$ cat config.mk
export PLATFORM = sky130hd
export DESIGN_NAME = enc_8b10b_multi_flat
export DESIGN_NICKNAME = d
export VERILOG_FILES = /design/src/rtl/enc_8b10b_pkg.sv /design/src/rtl/enc_8b10b_multi_if.sv /design/src/rtl/enc_8b10b_byte.sv /design/src/rtl/enc_8b10b_multi.sv /design/src/flat_wrapper.sv
export SDC_FILE = /design/constraint.sdc
export NUM_CORES = 1
export LEC_CHECK = 0
export BUFFER_PORTS_ARGS = -buffer_cell sky130_fd_sc_hd__buf_4
export CORE_MARGIN = 4
export CORE_UTILIZATION = 63
export DETAILED_ROUTE_END_ITERATION = 10
export PLACE_DENSITY_LB_ADDON = 0.25
export SLEW_MARGIN = 20
export SYNTH_ARGS = -nofsm -noshare
export SYNTH_HDL_FRONTEND = slang
export SYNTH_HIERARCHICAL = 1
export SYNTH_SLANG_ARGS = --single-unit
$ cat constraint.sdc
create_clock -name clk -period 36.1 [get_ports clk]
set_clock_uncertainty 0.1 [all_clocks]
set_input_delay 5.415 -clock clk [delete_from_list [all_inputs] [get_ports clk]]
set_output_delay 5.415 -clock clk [all_outputs]
set_load 0.1 [all_outputs]
$ cat src/rtl/enc_8b10b_pkg.sv
// Shared 8b/10b encoder constants and helpers.
// All code tables hold the RD- form in abcdei / fghj order ('a' at MSB).
// The RD+ form of an alternating sub-block is the bitwise complement.
package enc_8b10b_pkg;

  // 5b/6b RD- codes indexed by EDCBA
  localparam logic [5:0] D6B_RDM [0:31] = '{
    6'b100111, 6'b011101, 6'b101101, 6'b110001, 6'b110101, 6'b101001, 6'b011001, 6'b111000,
    6'b111001, 6'b100101, 6'b010101, 6'b110100, 6'b001101, 6'b101100, 6'b011100, 6'b010111,
    6'b011011, 6'b100011, 6'b010011, 6'b110010, 6'b001011, 6'b101010, 6'b011010, 6'b111010,
    6'b110011, 6'b100110, 6'b010110, 6'b110110, 6'b001110, 6'b101110, 6'b011110, 6'b101011
  };

  // 3b/4b RD- codes indexed by HGF (x.7 entry is the primary P7 form)
  localparam logic [3:0] D4B_RDM [0:7] = '{
    4'b1011, 4'b1001, 4'b0101, 4'b1100, 4'b1101, 4'b1010, 4'b0110, 4'b1110
  };

  // Balanced D.7 sub-block that still alternates with RD
  localparam logic [5:0] D7_6B_RDM  = 6'b111000;
  // Alternate x.7 sub-block used by the A7 cases and every K.x.7
  localparam logic [3:0] A7_4B_RDM  = 4'b0111;
  // 6b block shared by all K28.y codes
  localparam logic [5:0] K28_6B_RDM = 6'b001111;

  // Legal control characters: K28.0..K28.7 plus these K.x.7
  localparam logic [4:0] K28_X       = 5'd28;
  localparam int         K_X7_NUM    = 4;
  localparam logic [4:0] K_X7_LIST [0:3] = '{5'd23, 5'd27, 5'd29, 5'd30};

  // Byte substituted for any K request when only K28.5 may be sent
  localparam logic [7:0] K28_5_BYTE  = 8'hBC;

  // Disparity (ones minus zeros) of a sub-block occupying the low nbits of sb
  function automatic logic signed [4:0] sb_disparity(input logic [5:0] sb,
                                                     input logic [2:0] nbits);
    logic [3:0] ones;
    ones = 4'd0;
    for (int i = 0; i < 6; i++) begin
      ones = ones + {3'b000, sb[i]};
    end
    return $signed({ones, 1'b0}) - $signed({2'b00, nbits});
  endfunction

endpackage

$ cat src/rtl/enc_8b10b_multi_if.sv
// Word-level bus of the multi-byte 8b/10b encoder.
// master drives the data/control side, slave is the encoder.
interface enc_8b10b_multi_if #(
  parameter int bytes = 2
);
  logic                  enable;
  logic                  init_rd_n;
  logic                  init_rd_val;
  logic [bytes-1:0]      k_char;
  logic [bytes*8-1:0]    data_in;
  logic [bytes*10-1:0]   data_out;
  logic                  rd;
  logic [bytes-1:0]      k_err;
  logic                  valid_out;

  modport master (
    output enable, init_rd_n, init_rd_val, k_char, data_in,
    input  data_out, rd, k_err, valid_out
  );

  modport slave (
    input  enable, init_rd_n, init_rd_val, k_char, data_in,
    output data_out, rd, k_err, valid_out
  );
endinterface

$ cat src/rtl/enc_8b10b_byte.sv
// Combinational single-byte 8b/10b encoder with running-disparity in/out.
// Illegal K requests fall back to the D code and raise k_err.
module enc_8b10b_byte
  import enc_8b10b_pkg::*;
(
  input  logic       rd_in,
  input  logic       k,
  input  logic [7:0] data,
  output logic [9:0] code,
  output logic       rd_out,
  output logic       k_err
);

  logic [4:0] x_s;
  logic [2:0] y_s;
  logic       is_k28_s;
  logic       is_kx7_s;
  logic       k_ok_s;
  logic [5:0] rdm6_s;
  logic [5:0] code6_s;
  logic       unbal6_s;
  logic       rd6_s;
  logic       use_a7_s;
  logic [3:0] base4_s;
  logic       alt4_s;
  logic [3:0] code4_s;

  assign x_s  = data[4:0];
  assign y_s  = data[7:5];
  assign code = {code6_s, code4_s};

  // Decide whether the K request names a legal control code
  always_comb begin
    is_kx7_s = 1'b0;
    for (int i = 0; i < K_X7_NUM; i++) begin
      is_kx7_s = is_kx7_s | ((y_s == 3'd7) && (x_s == K_X7_LIST[i]));
    end
    is_k28_s = (x_s == K28_X);
    k_ok_s   = k & (is_k28_s | is_kx7_s);
    k_err    = k & ~k_ok_s;
  end

  // 5b/6b selection; D.7 alternates but leaves RD unchanged
  always_comb begin
    if (k_ok_s && is_k28_s) begin
      rdm6_s = K28_6B_RDM;
    end else begin
      rdm6_s = D6B_RDM[x_s];
    end
    unbal6_s = (sb_disparity(rdm6_s, 3'd6) != 5'sd0);
    if (rd_in && (unbal6_s || (rdm6_s == D7_6B_RDM))) begin
      code6_s = ~rdm6_s;
    end else begin
      code6_s = rdm6_s;
    end
    rd6_s = rd_in ^ unbal6_s;
  end

  // 3b/4b selection from the RD after the 6b block, with A7 substitution
  always_comb begin
    use_a7_s = (y_s == 3'd7) &&
               (k_ok_s ||
                (!rd6_s && ((x_s == 5'd17) || (x_s == 5'd18) || (x_s == 5'd20))) ||
                ( rd6_s && ((x_s == 5'd11) || (x_s == 5'd13) || (x_s == 5'd14))));
    if (use_a7_s) begin
      base4_s = A7_4B_RDM;
    end else begin
      base4_s = D4B_RDM[y_s];
    end
    alt4_s = (sb_disparity({2'b00, base4_s}, 3'd4) != 5'sd0) || (y_s == 3'd3);
    if (k_ok_s && is_k28_s) begin
      // K28 codes are fully complemented between RD- and RD+, so the
      // 4b block follows the incoming RD, balanced forms included
      if (rd_in ^ alt4_s) begin
        code4_s = ~base4_s;
      end else begin
        code4_s = base4_s;
      end
    end else if (rd6_s && alt4_s) begin
      code4_s = ~base4_s;
    end else begin
      code4_s = base4_s;
    end
    rd_out = rd6_s ^ (sb_disparity({2'b00, code4_s}, 3'd4) != 5'sd0);
  end

endmodule

$ cat src/rtl/enc_8b10b_multi.sv
// Multi-byte 8b/10b encoder: chains per-byte encoders from the top byte
// down to byte 0 and registers the word, RD and K-error flags.
module enc_8b10b_multi
  import enc_8b10b_pkg::*;
#(
  parameter int bytes      = 2,
  parameter bit k28_5_only = 1'b0,
  parameter bit init_mode  = 1'b1
) (
  input  logic                   clk,
  input  logic                   rst,
  enc_8b10b_multi_if.slave       bus
);

  logic                  start_rd_s;
  logic                  word_rd_s;
  logic [bytes*10-1:0]   code_s;
  logic [bytes-1:0]      k_err_s;

  logic [bytes*10-1:0]   data_out_r;
  logic                  rd_r;
  logic [bytes-1:0]      k_err_r;
  logic                  valid_out_r;

  // Starting RD: an immediate init overrides the stored RD for this word
  always_comb begin
    if ((init_mode == 1'b1) && (bus.init_rd_n == 1'b0)) begin
      start_rd_s = bus.init_rd_val;
    end else begin
      start_rd_s = rd_r;
    end
  end

  for (genvar i = 0; i < bytes; i++) begin : g_byte
    logic [7:0] byte_data_s;
    logic       rd_in_s;
    logic       rd_out_s;

    if (k28_5_only) begin : g_k28_5
      assign byte_data_s = bus.k_char[i] ? K28_5_BYTE : bus.data_in[8*i +: 8];
    end else begin : g_raw
      assign byte_data_s = bus.data_in[8*i +: 8];
    end

    if (i == bytes - 1) begin : g_first
      assign rd_in_s = start_rd_s;
    end else begin : g_next
      assign rd_in_s = g_byte[i+1].rd_out_s;
    end

    enc_8b10b_byte u_byte (
      .rd_in  (rd_in_s),
      .k      (bus.k_char[i]),
      .data   (byte_data_s),
      .code   (code_s[10*i +: 10]),
      .rd_out (rd_out_s),
      .k_err  (k_err_s[i])
    );
  end

  assign word_rd_s = g_byte[0].rd_out_s;

  // Output stage; a deferred init load wins over the encoded RD even when idle
  always_ff @(posedge clk) begin
    if (rst) begin
      data_out_r  <= '0;
      rd_r        <= 1'b0;
      k_err_r     <= '0;
      valid_out_r <= 1'b0;
    end else begin
      valid_out_r <= bus.enable;
      if (bus.enable) begin
        data_out_r <= code_s;
        k_err_r    <= k_err_s;
      end else begin
        data_out_r <= data_out_r;
        k_err_r    <= k_err_r;
      end
      if ((init_mode == 1'b0) && (bus.init_rd_n == 1'b0)) begin
        rd_r <= bus.init_rd_val;
      end else if (bus.enable) begin
        rd_r <= word_rd_s;
      end else begin
        rd_r <= rd_r;
      end
    end
  end

  assign bus.data_out  = data_out_r;
  assign bus.rd        = rd_r;
  assign bus.k_err     = k_err_r;
  assign bus.valid_out = valid_out_r;

endmodule

$ cat src/flat_wrapper.sv
// flat-port wrapper written by rule: the top's interface ports become plain ports
module enc_8b10b_multi_flat import enc_8b10b_pkg::*;
#(
  parameter int bytes      = 2,
  parameter bit k28_5_only = 1'b0,
  parameter bit init_mode  = 1'b1
)
  (clk, rst, bus_enable, bus_init_rd_n, bus_init_rd_val, bus_k_char, bus_data_in, bus_data_out, bus_rd, bus_k_err, bus_valid_out);
  enc_8b10b_multi_if #(.bytes(bytes)) bus_i ();
  input  logic clk;
  input  logic rst;
  input wire logic [$bits(bus_i.enable)-1:0] bus_enable;
  input wire logic [$bits(bus_i.init_rd_n)-1:0] bus_init_rd_n;
  input wire logic [$bits(bus_i.init_rd_val)-1:0] bus_init_rd_val;
  input wire logic [$bits(bus_i.k_char)-1:0] bus_k_char;
  input wire logic [$bits(bus_i.data_in)-1:0] bus_data_in;
  output wire logic [$bits(bus_i.data_out)-1:0] bus_data_out;
  output wire logic [$bits(bus_i.rd)-1:0] bus_rd;
  output wire logic [$bits(bus_i.k_err)-1:0] bus_k_err;
  output wire logic [$bits(bus_i.valid_out)-1:0] bus_valid_out;
  assign bus_i.enable = bus_enable;
  assign bus_i.init_rd_n = bus_init_rd_n;
  assign bus_i.init_rd_val = bus_init_rd_val;
  assign bus_i.k_char = bus_k_char;
  assign bus_i.data_in = bus_data_in;
  assign bus_data_out = bus_i.data_out;
  assign bus_rd = bus_i.rd;
  assign bus_k_err = bus_i.k_err;
  assign bus_valid_out = bus_i.valid_out;
  enc_8b10b_multi #(.bytes(bytes), .k28_5_only(k28_5_only), .init_mode(init_mode)) u_core (.clk(clk), .rst(rst), .bus(bus_i));
endmodule
=== After elaboration in Yosys (flattened, before gate mapping) ===
Memories as Yosys holds them, arrays and structs flattened.
Cells that the tools add are included.

* Reduce and logical (&&, ||, !) cells: 44
* Bitwise logic cells: 28
* Order comparisons: 4
* Equal/unequal tests: 28
* Mux-type cells: 21
* Add/subtract/negate cells: 28

{| class="wikitable"
|+ Operators with widths
! kind !! number
|-
| $eq 5x5->1 const B || 16
|-
| $mux 4 || 12
|-
| $mux 6 || 8
|-
| $eq 5x4->1 const B || 6
|-
| $reduce_bool 5->1 || 6
|-
| $sub 5x4->5 const B || 6
|-
| $add 3x1->4 || 6
|-
| $logic_and 1x1->1 || 20
|-
| $add 2x1->3 || 6
|-
| $add 4x1->4 || 4
|-
| $logic_or 1x1->1 || 16
|-
| $add 1x1->2 || 6
|-
| $eq 6x6->1 const B || 2
|-
| $ge 6x6->1 const B || 2
|-
| $not 5->6 || 2
|-
| $not 6->6 || 2
|-
| $ge 4x4->1 const B || 2
|-
| $not 3->4 || 2
|-
| $not 4->4 || 2
|-
| $or 1x1->1 || 8
|-
| $eq 3x2->1 const B || 2
|-
| $eq 3x3->1 const B || 2
|-
| $xor 1x1->1 || 6
|-
| $and 1x1->1 || 4
|-
| 3 further kinds || 5
|}

* Memories: 4
* Output and inout bits: 24
* Word-level logic and storage cells: 161
* Bits in registers: 24
* Bits in read-only memories: 448

{| class="wikitable"
|+ Memories
! memory !! depth !! width !! rd ports !! clocked after Yosys merged registers in !! wr ports !! RTL line !! RTL
|-
| (no name shown) || 32 || 6 || 1 || 0 || 0 || enc_8b10b_byte.sv:48 || <nowiki>rdm6_s = D6B_RDM[x_s];</nowiki>
|-
| (no name shown) || 32 || 6 || 1 || 0 || 0 || enc_8b10b_byte.sv:48 ||
|-
| (no name shown) || 8 || 4 || 1 || 0 || 0 || enc_8b10b_byte.sv:68 || <nowiki>base4_s = D4B_RDM[y_s];</nowiki>
|-
| (no name shown) || 8 || 4 || 1 || 0 || 0 || enc_8b10b_byte.sv:68 ||
|}

=== Longest topological paths before layout ===
* Word-level depth: 60
* Depth in mapped cells: 57
* Gate-level depth less buffers: 56

=== Cells and area by module ===
The synthesis kept the hierarchy.

{| class="wikitable"
|+ By module, submodules not included
! module !! area an instance (um2) !! cells each !! times used
|-
| enc_8b10b_byte (u_core.g_byte[0].u_byte) || 1037.2 || 137 || 1
|-
| enc_8b10b_byte (u_core.g_byte[1].u_byte) || 1013.5 || 132 || 1
|-
| enc_8b10b_multi || 874.6 || 77 || 1
|}

=== Least setup slack after synthesis ===
OpenSTA, ideal clock, no wires.

* Path type: in2reg
* From: input port bus_data_in[8]
* To: register u_core.rd_r (netlist: u_core/bus.rd)
* Stages on the path: 52
* Setup time: 0.067 ns
* Setup slack: 18.974 ns
* Data arrival time: 16.958 ns
* Data required time: 35.933 ns
* Cells stage by stage: inv_1 > ha_1 > mux2_2 > mux4_2 > nor2_1 > fa_1 > fa_1 > inv_1 > ha_1 > inv_1 > fa_1 > nand3b_1 > xor2_1 > mux2i_1 > a21oi_1 > or3_1 > fa_1 > ha_1 > (+16 left out) > o21ai_0 > fa_1 > ha_1 > inv_1 > ha_1 > inv_1 > a2111oi_2 > a21oi_1 > o21ai_1 > xor2_1 > fa_1 > ha_1 > inv_1 > ha_1 > nor3b_1 > xor2_1 > mux2i_1 > nor2_1

* Longest elaborated chain between the ends: 60
* Elaborated cells on any way between the ends: 89
* Classes of those cells: add/sub: 22; eq/ne: 11; mux: 11; bitwise: 14; reduce/logical: 30; memory: 1

{| class="wikitable"
|+ RTL lines
! element !! RTL line !! RTL
|-
| start: declaration || flat_wrapper.sv:16 || <nowiki>input wire logic [$bits(bus_i.data_in)-1:0] bus_data_in;</nowiki>
|-
| $eq 5x5->1 || enc_8b10b_byte.sv:36 || <nowiki>is_kx7_s = is_kx7_s | ((y_s == 3'd7) && (x_s == K_X7_LIST[i]));</nowiki>
|-
| $logic_and 1x1->1 || enc_8b10b_byte.sv:36 ||
|-
| $or 1x1->1 (3 in series) || enc_8b10b_byte.sv:36 ||
|-
| $or 1x1->1 || enc_8b10b_byte.sv:39 || <nowiki>k_ok_s = k & (is_k28_s | is_kx7_s);</nowiki>
|-
| $and 1x1->1 || enc_8b10b_byte.sv:39 ||
|-
| $logic_and 1x1->1 || enc_8b10b_byte.sv:45, enc_8b10b_byte.sv:71 ||
|-
| $mux 6 || enc_8b10b_byte.sv:45 || <nowiki>if (k_ok_s && is_k28_s) begin</nowiki>
|-
| $add 1x1->2 || enc_8b10b_pkg.sv:40 || <nowiki>ones = ones + {3'b000, sb[i]};</nowiki>
|-
| (+22 left out) || - ||
|-
| named net u_core.code_s[11] || enc_8b10b_multi.sv:17 || <nowiki>logic [bytes*10-1:0] code_s;</nowiki>
|-
| (+6 left out) || - ||
|-
| named net u_core.g_byte[0].rd_in_s || enc_8b10b_multi.sv:36 || <nowiki>logic rd_in_s;</nowiki>
|-
| (+16 left out) || - ||
|-
| named net u_core.code_s[1] || enc_8b10b_multi.sv:17 ||
|-
| $add 1x1->2 * || enc_8b10b_pkg.sv:40 ||
|-
| $add 2x1->3 * || enc_8b10b_pkg.sv:40 ||
|-
| $add 3x1->4 * || enc_8b10b_pkg.sv:40 ||
|-
| $sub 5x4->5 * || enc_8b10b_pkg.sv:42 || <nowiki>return $signed({ones, 1'b0}) - $signed({2'b00, nbits});</nowiki>
|-
| $reduce_bool 5->1 * || enc_8b10b_byte.sv:84 || <nowiki>rd_out = rd6_s ^ (sb_disparity({2'b00, code4_s}, 3'd4) != 5'sd0);</nowiki>
|-
| $xor 1x1->1 * || enc_8b10b_byte.sv:84 ||
|-
| named net u_core.g_byte[0].rd_out_s || enc_8b10b_multi.sv:37 || <nowiki>logic rd_out_s;</nowiki>
|-
| end signal: assignment || enc_8b10b_multi.sv:80 || <nowiki>rd_r <= bus.init_rd_val;</nowiki>
|-
| end signal: assignment || enc_8b10b_multi.sv:82 || <nowiki>rd_r <= word_rd_s;</nowiki>
|-
| end signal: assignment || enc_8b10b_multi.sv:84 || <nowiki>rd_r <= rd_r;</nowiki>
|-
| end: declaration || enc_8b10b_multi.sv:21 || <nowiki>logic rd_r;</nowiki>
|}

Mark *: on every way through the listed nets, which the timed path passes. The rest lies on a longest branch. The select of a mux whose other input is x is not followed.
A chain may end at the register's enable or synchronous reset.

=== Worst setup path in the final report ===
Same ends and word-level chain as after synthesis.

==> metrics.md <==
| Metric | Value |
|---|---|
| Fraction of the mapped netlist area in adder cells | 19.2% |
| Post-synthesis cell area | 0.00293 mm² |
| Root buffer cell | clkbuf_8 |
| Achievable Freq | 54.8 MHz |
| CTS clock-pin slew for the worst setup and hold paths | 70 ps |
| Via count | 2542 |
| Post-layout instance area | 0.00324 mm² |
| DR pass1 iterations | 4 |
| Worst Path Required | 36210 ps |
| Initial DRC count | 192 |
| Largest fanout on the critical path | 7 |
| Yosys cell types | 66 |
| FP Rows | 24 |
| Most frequent cells in the layout | nor2_1 (47), buf_4 (46), mux2i_1 (36), ha_1 (28), inv_1 (25) |
| HP Start | u_core/bus.data_out[13] |
| Post-route DRC violation count | 0 |
| Status | finished, final reports clean |
| Worst-Margin Slew | 665 ps |
| Setup crit start kind | input pin |
| Sequential area share after synthesis | 16.4% |
| Diode count | 0 |
| Post-Synth XOR/XNOR Area | 5.99% |
| Initial antenna violation count | 0 |
| Yosys warnings | 6 |
| Final setup viols | 0 |
| Post-route clock period utilization | 50.6% |
| Crit-path most repeated cell | ha_1 |
| Worst setup path category | in -> reg |
| Syn Area/Cell | 8.45 µm² |
| Crit path time final | 18260 ps |
| Crit path DAT | 18370 ps |
| GR Overflow Total | 0 |
| RSZ-0062 raised after global routing | no |
| Die W | 76.1 µm |
| Placed instance count | 425 |
| Largest family of logic cells by synthesized area | simple AND/OR/NAND/NOR gates |
| GP Congestion | 0.878 |
| Async set or reset register ratio after synthesis | 0% |
| Simple-gate share of the synthesized area | 21.4% |
| Vias per cell | 5.94 |
| Number of buffers added on ports | 46 |
| Core ar. | 0.00441 mm² |
| Max-slew headroom | 55.4% |
| Initial Utilization | 66.3% |
| Total Die Area | 0.00580 mm² |
| Setup Fix Bufs, Post-CTS | 0 |
| Antenna-violating nets left | 0 |
| Max-slew violation count | 0 |
| Pin count of the biggest net entering global routing | 25 |
| Reg-to-Reg Start | u_core/bus.rd |
| CTS resizes | 0 |
| Total CTS buffers | 3 |
| Synth Area in Compound Gates | 14.2% |
| Vias in the first global route | 2494 |
| Slowest-stage cell, CP | fa_1 |
| Mux share of post-synthesis cell area | 14.6% |
| Die Height | 76.1 µm |
| Avg WL per Cell | 14.8 µm |
| Worst-Skew Late Latency | 260 ps |
| Syn nets | 407 |
| Routed WL | 6350 µm |
| Pleak | 1.51 nW |
| CTS tree | yes |
| Synth Flop Type | dfxtp_1 |
| Final Non-Filler Cells | 428 |
| Nets | 439 |
| Ratio of cells with drive above 1 in the final layout | 18.6% |
| Worst setup EP type | register |
| Setup crit start | bus_data_in[8] |
| Dpl hpwl | 4960 µm |
| Post-synth EDFFs | 0 |
| CTS H-Tree Depth | 1 |
| First-pass GRT wire length | 11000 µm |
| Fin. Hold Viols | 0 |
| Total track usage | 21.6% |
| IO Count | 47 |
| Max cap viols | 0 |
| Most common cell after layout, fill and taps aside | nor2_1 |
| Final core occ | 73.3% |
| Area delta synth->final | 10.6% |
| Setup TNS | 0 ps |
| Clk sink count | 24 |
| Peak supply drop | 0.0638 mV |
| Area post-placement | 0.00319 mm² |
| Pwr dens | 96.6 mW/mm² |
| Syn Inst Count | 346 |
| Seq cells post-synth | 24 |
| Hold Path Class | reg -> reg |
| Buffer depth of the longest clock path | 2 |
| Hold_ws | 407 ps |
| CP peak stage delay | 580 ps |
| Hold bufs inserted after CTS | 0 |
synthesized netlist by cell type, types with 2 or more instances:
master / count / area share (%)
and3_1: 2 / 0.43
nand4_1: 2 / 0.43
inv_1: 25 / 3.2
nor3_1: 7 / 1.2
dfxtp_1: 24 / 16
a311oi_1: 3 / 0.90
mux2_2: 4 / 1.5
buf_12: 2 / 1.4
and2_1: 2 / 0.43
clkbuf_2: 2 / 0.34
nand2b_1: 6 / 1.3
a211oi_1: 6 / 1.5
buf_6: 2 / 0.77
a21oi_1: 11 / 1.9
fa_1: 10 / 6.8
nand3_1: 4 / 0.68
ha_1: 28 / 12
clkbuf_1: 2 / 0.26
or2_2: 2 / 0.43
buf_4: 3 / 0.77
o32ai_1: 4 / 1.2
a32o_1: 2 / 0.68
o21ai_0: 8 / 1.4
nor2b_1: 2 / 0.43
nand2_1: 21 / 2.7
xnor2_1: 10 / 3.0
nand4b_1: 2 / 0.60
buf_2: 7 / 1.2
or3_1: 3 / 0.64
or4_1: 3 / 0.77
mux2i_1: 36 / 12
nor3b_1: 5 / 1.3
o21bai_1: 2 / 0.51
nor2_1: 47 / 6.0
xor2_1: 10 / 3.0
or3b_2: 2 / 0.60
a21o_1: 5 / 1.3
o211ai_1: 2 / 0.51
flip-flops by register name, indices dropped and copies added (netlist names):
signal / count
u_core/bus.data_out: 20
u_core/bus.rd: 1
u_core/bus.k_err: 2
u_core/bus.valid_out: 1
final cells by class:
class / count / area [µm²]
flip-flops and latches: 24 / 480
well taps: 52 / 65.1
repair buffers: 46 / 345
fillers: 310 / 1180
inverters: 26 / 97.6
clock buffers: 3 / 41.3
multi-input cells: 277 / 2210
worst max-delay path, delay by kind of cell:
| family | cells | cell delay [ps] |
|---|---|---|
| adders and majority gates | 17 | 5650 |
| and+or+nand+nor | 8 | 1930 |
| AOI/OAI and AO/OA | 8 | 1920 |
| xor gates and xnor gates | 7 | 1820 |
| muxes | 4 | 1060 |
| buffers and inverters | 9 | 540 |
kinds of logic after synthesis:
logic type / count (synthesis)
AOI/OAI and AO/OA: 57
xor gates and xnor gates: 20
adders and majority gates: 39
buffers and inverters: 45
DFF: 24
muxes: 41
and+or+nand+nor: 120
routing by layer:
layer	track usage [%]	share of wire, %	vias up	wire (µm)
met5	0	0	-	0
met4	4.90	1.2	0	76
met3	3.19	3.7	6	232
met2	40.6	54	58	3410
met1	25.4	41	1196	2630
li1	-	-	1282	-
power by group:
group / internal [mW] / total (mW) / switching (mW)
registers: 0.0338 / 0.0373 / 0.00353
logic: 0.0988 / 0.260 / 0.161
clock network: 0.00747 / 0.0153 / 0.00788
total: 0.140 / 0.313 / 0.173
through the flow:
step	total power [mW]	worst slack, ps
2_1_floorplan	0.249	18970
3_3_place_gp	0.284	18120
3_5_place_dp	0.297	17650
4_1_cts	0.314	17900
5_1_grt	0.350	16850
6_report	0.313	17840
path summary, 6_finish.rpt:
check / to / slack, ps / cells past startpoint
worst max-delay path: u_core/bus.rd / 17840 / 53
worst min-delay path: u_core/bus.data_out[13] / 410 / 2
worst max register to register: u_core/bus.rd / 25740 / 41
worst min register to register: u_core/bus.data_out[13] / 410 / 2
(Power assumes the default switching activity.)
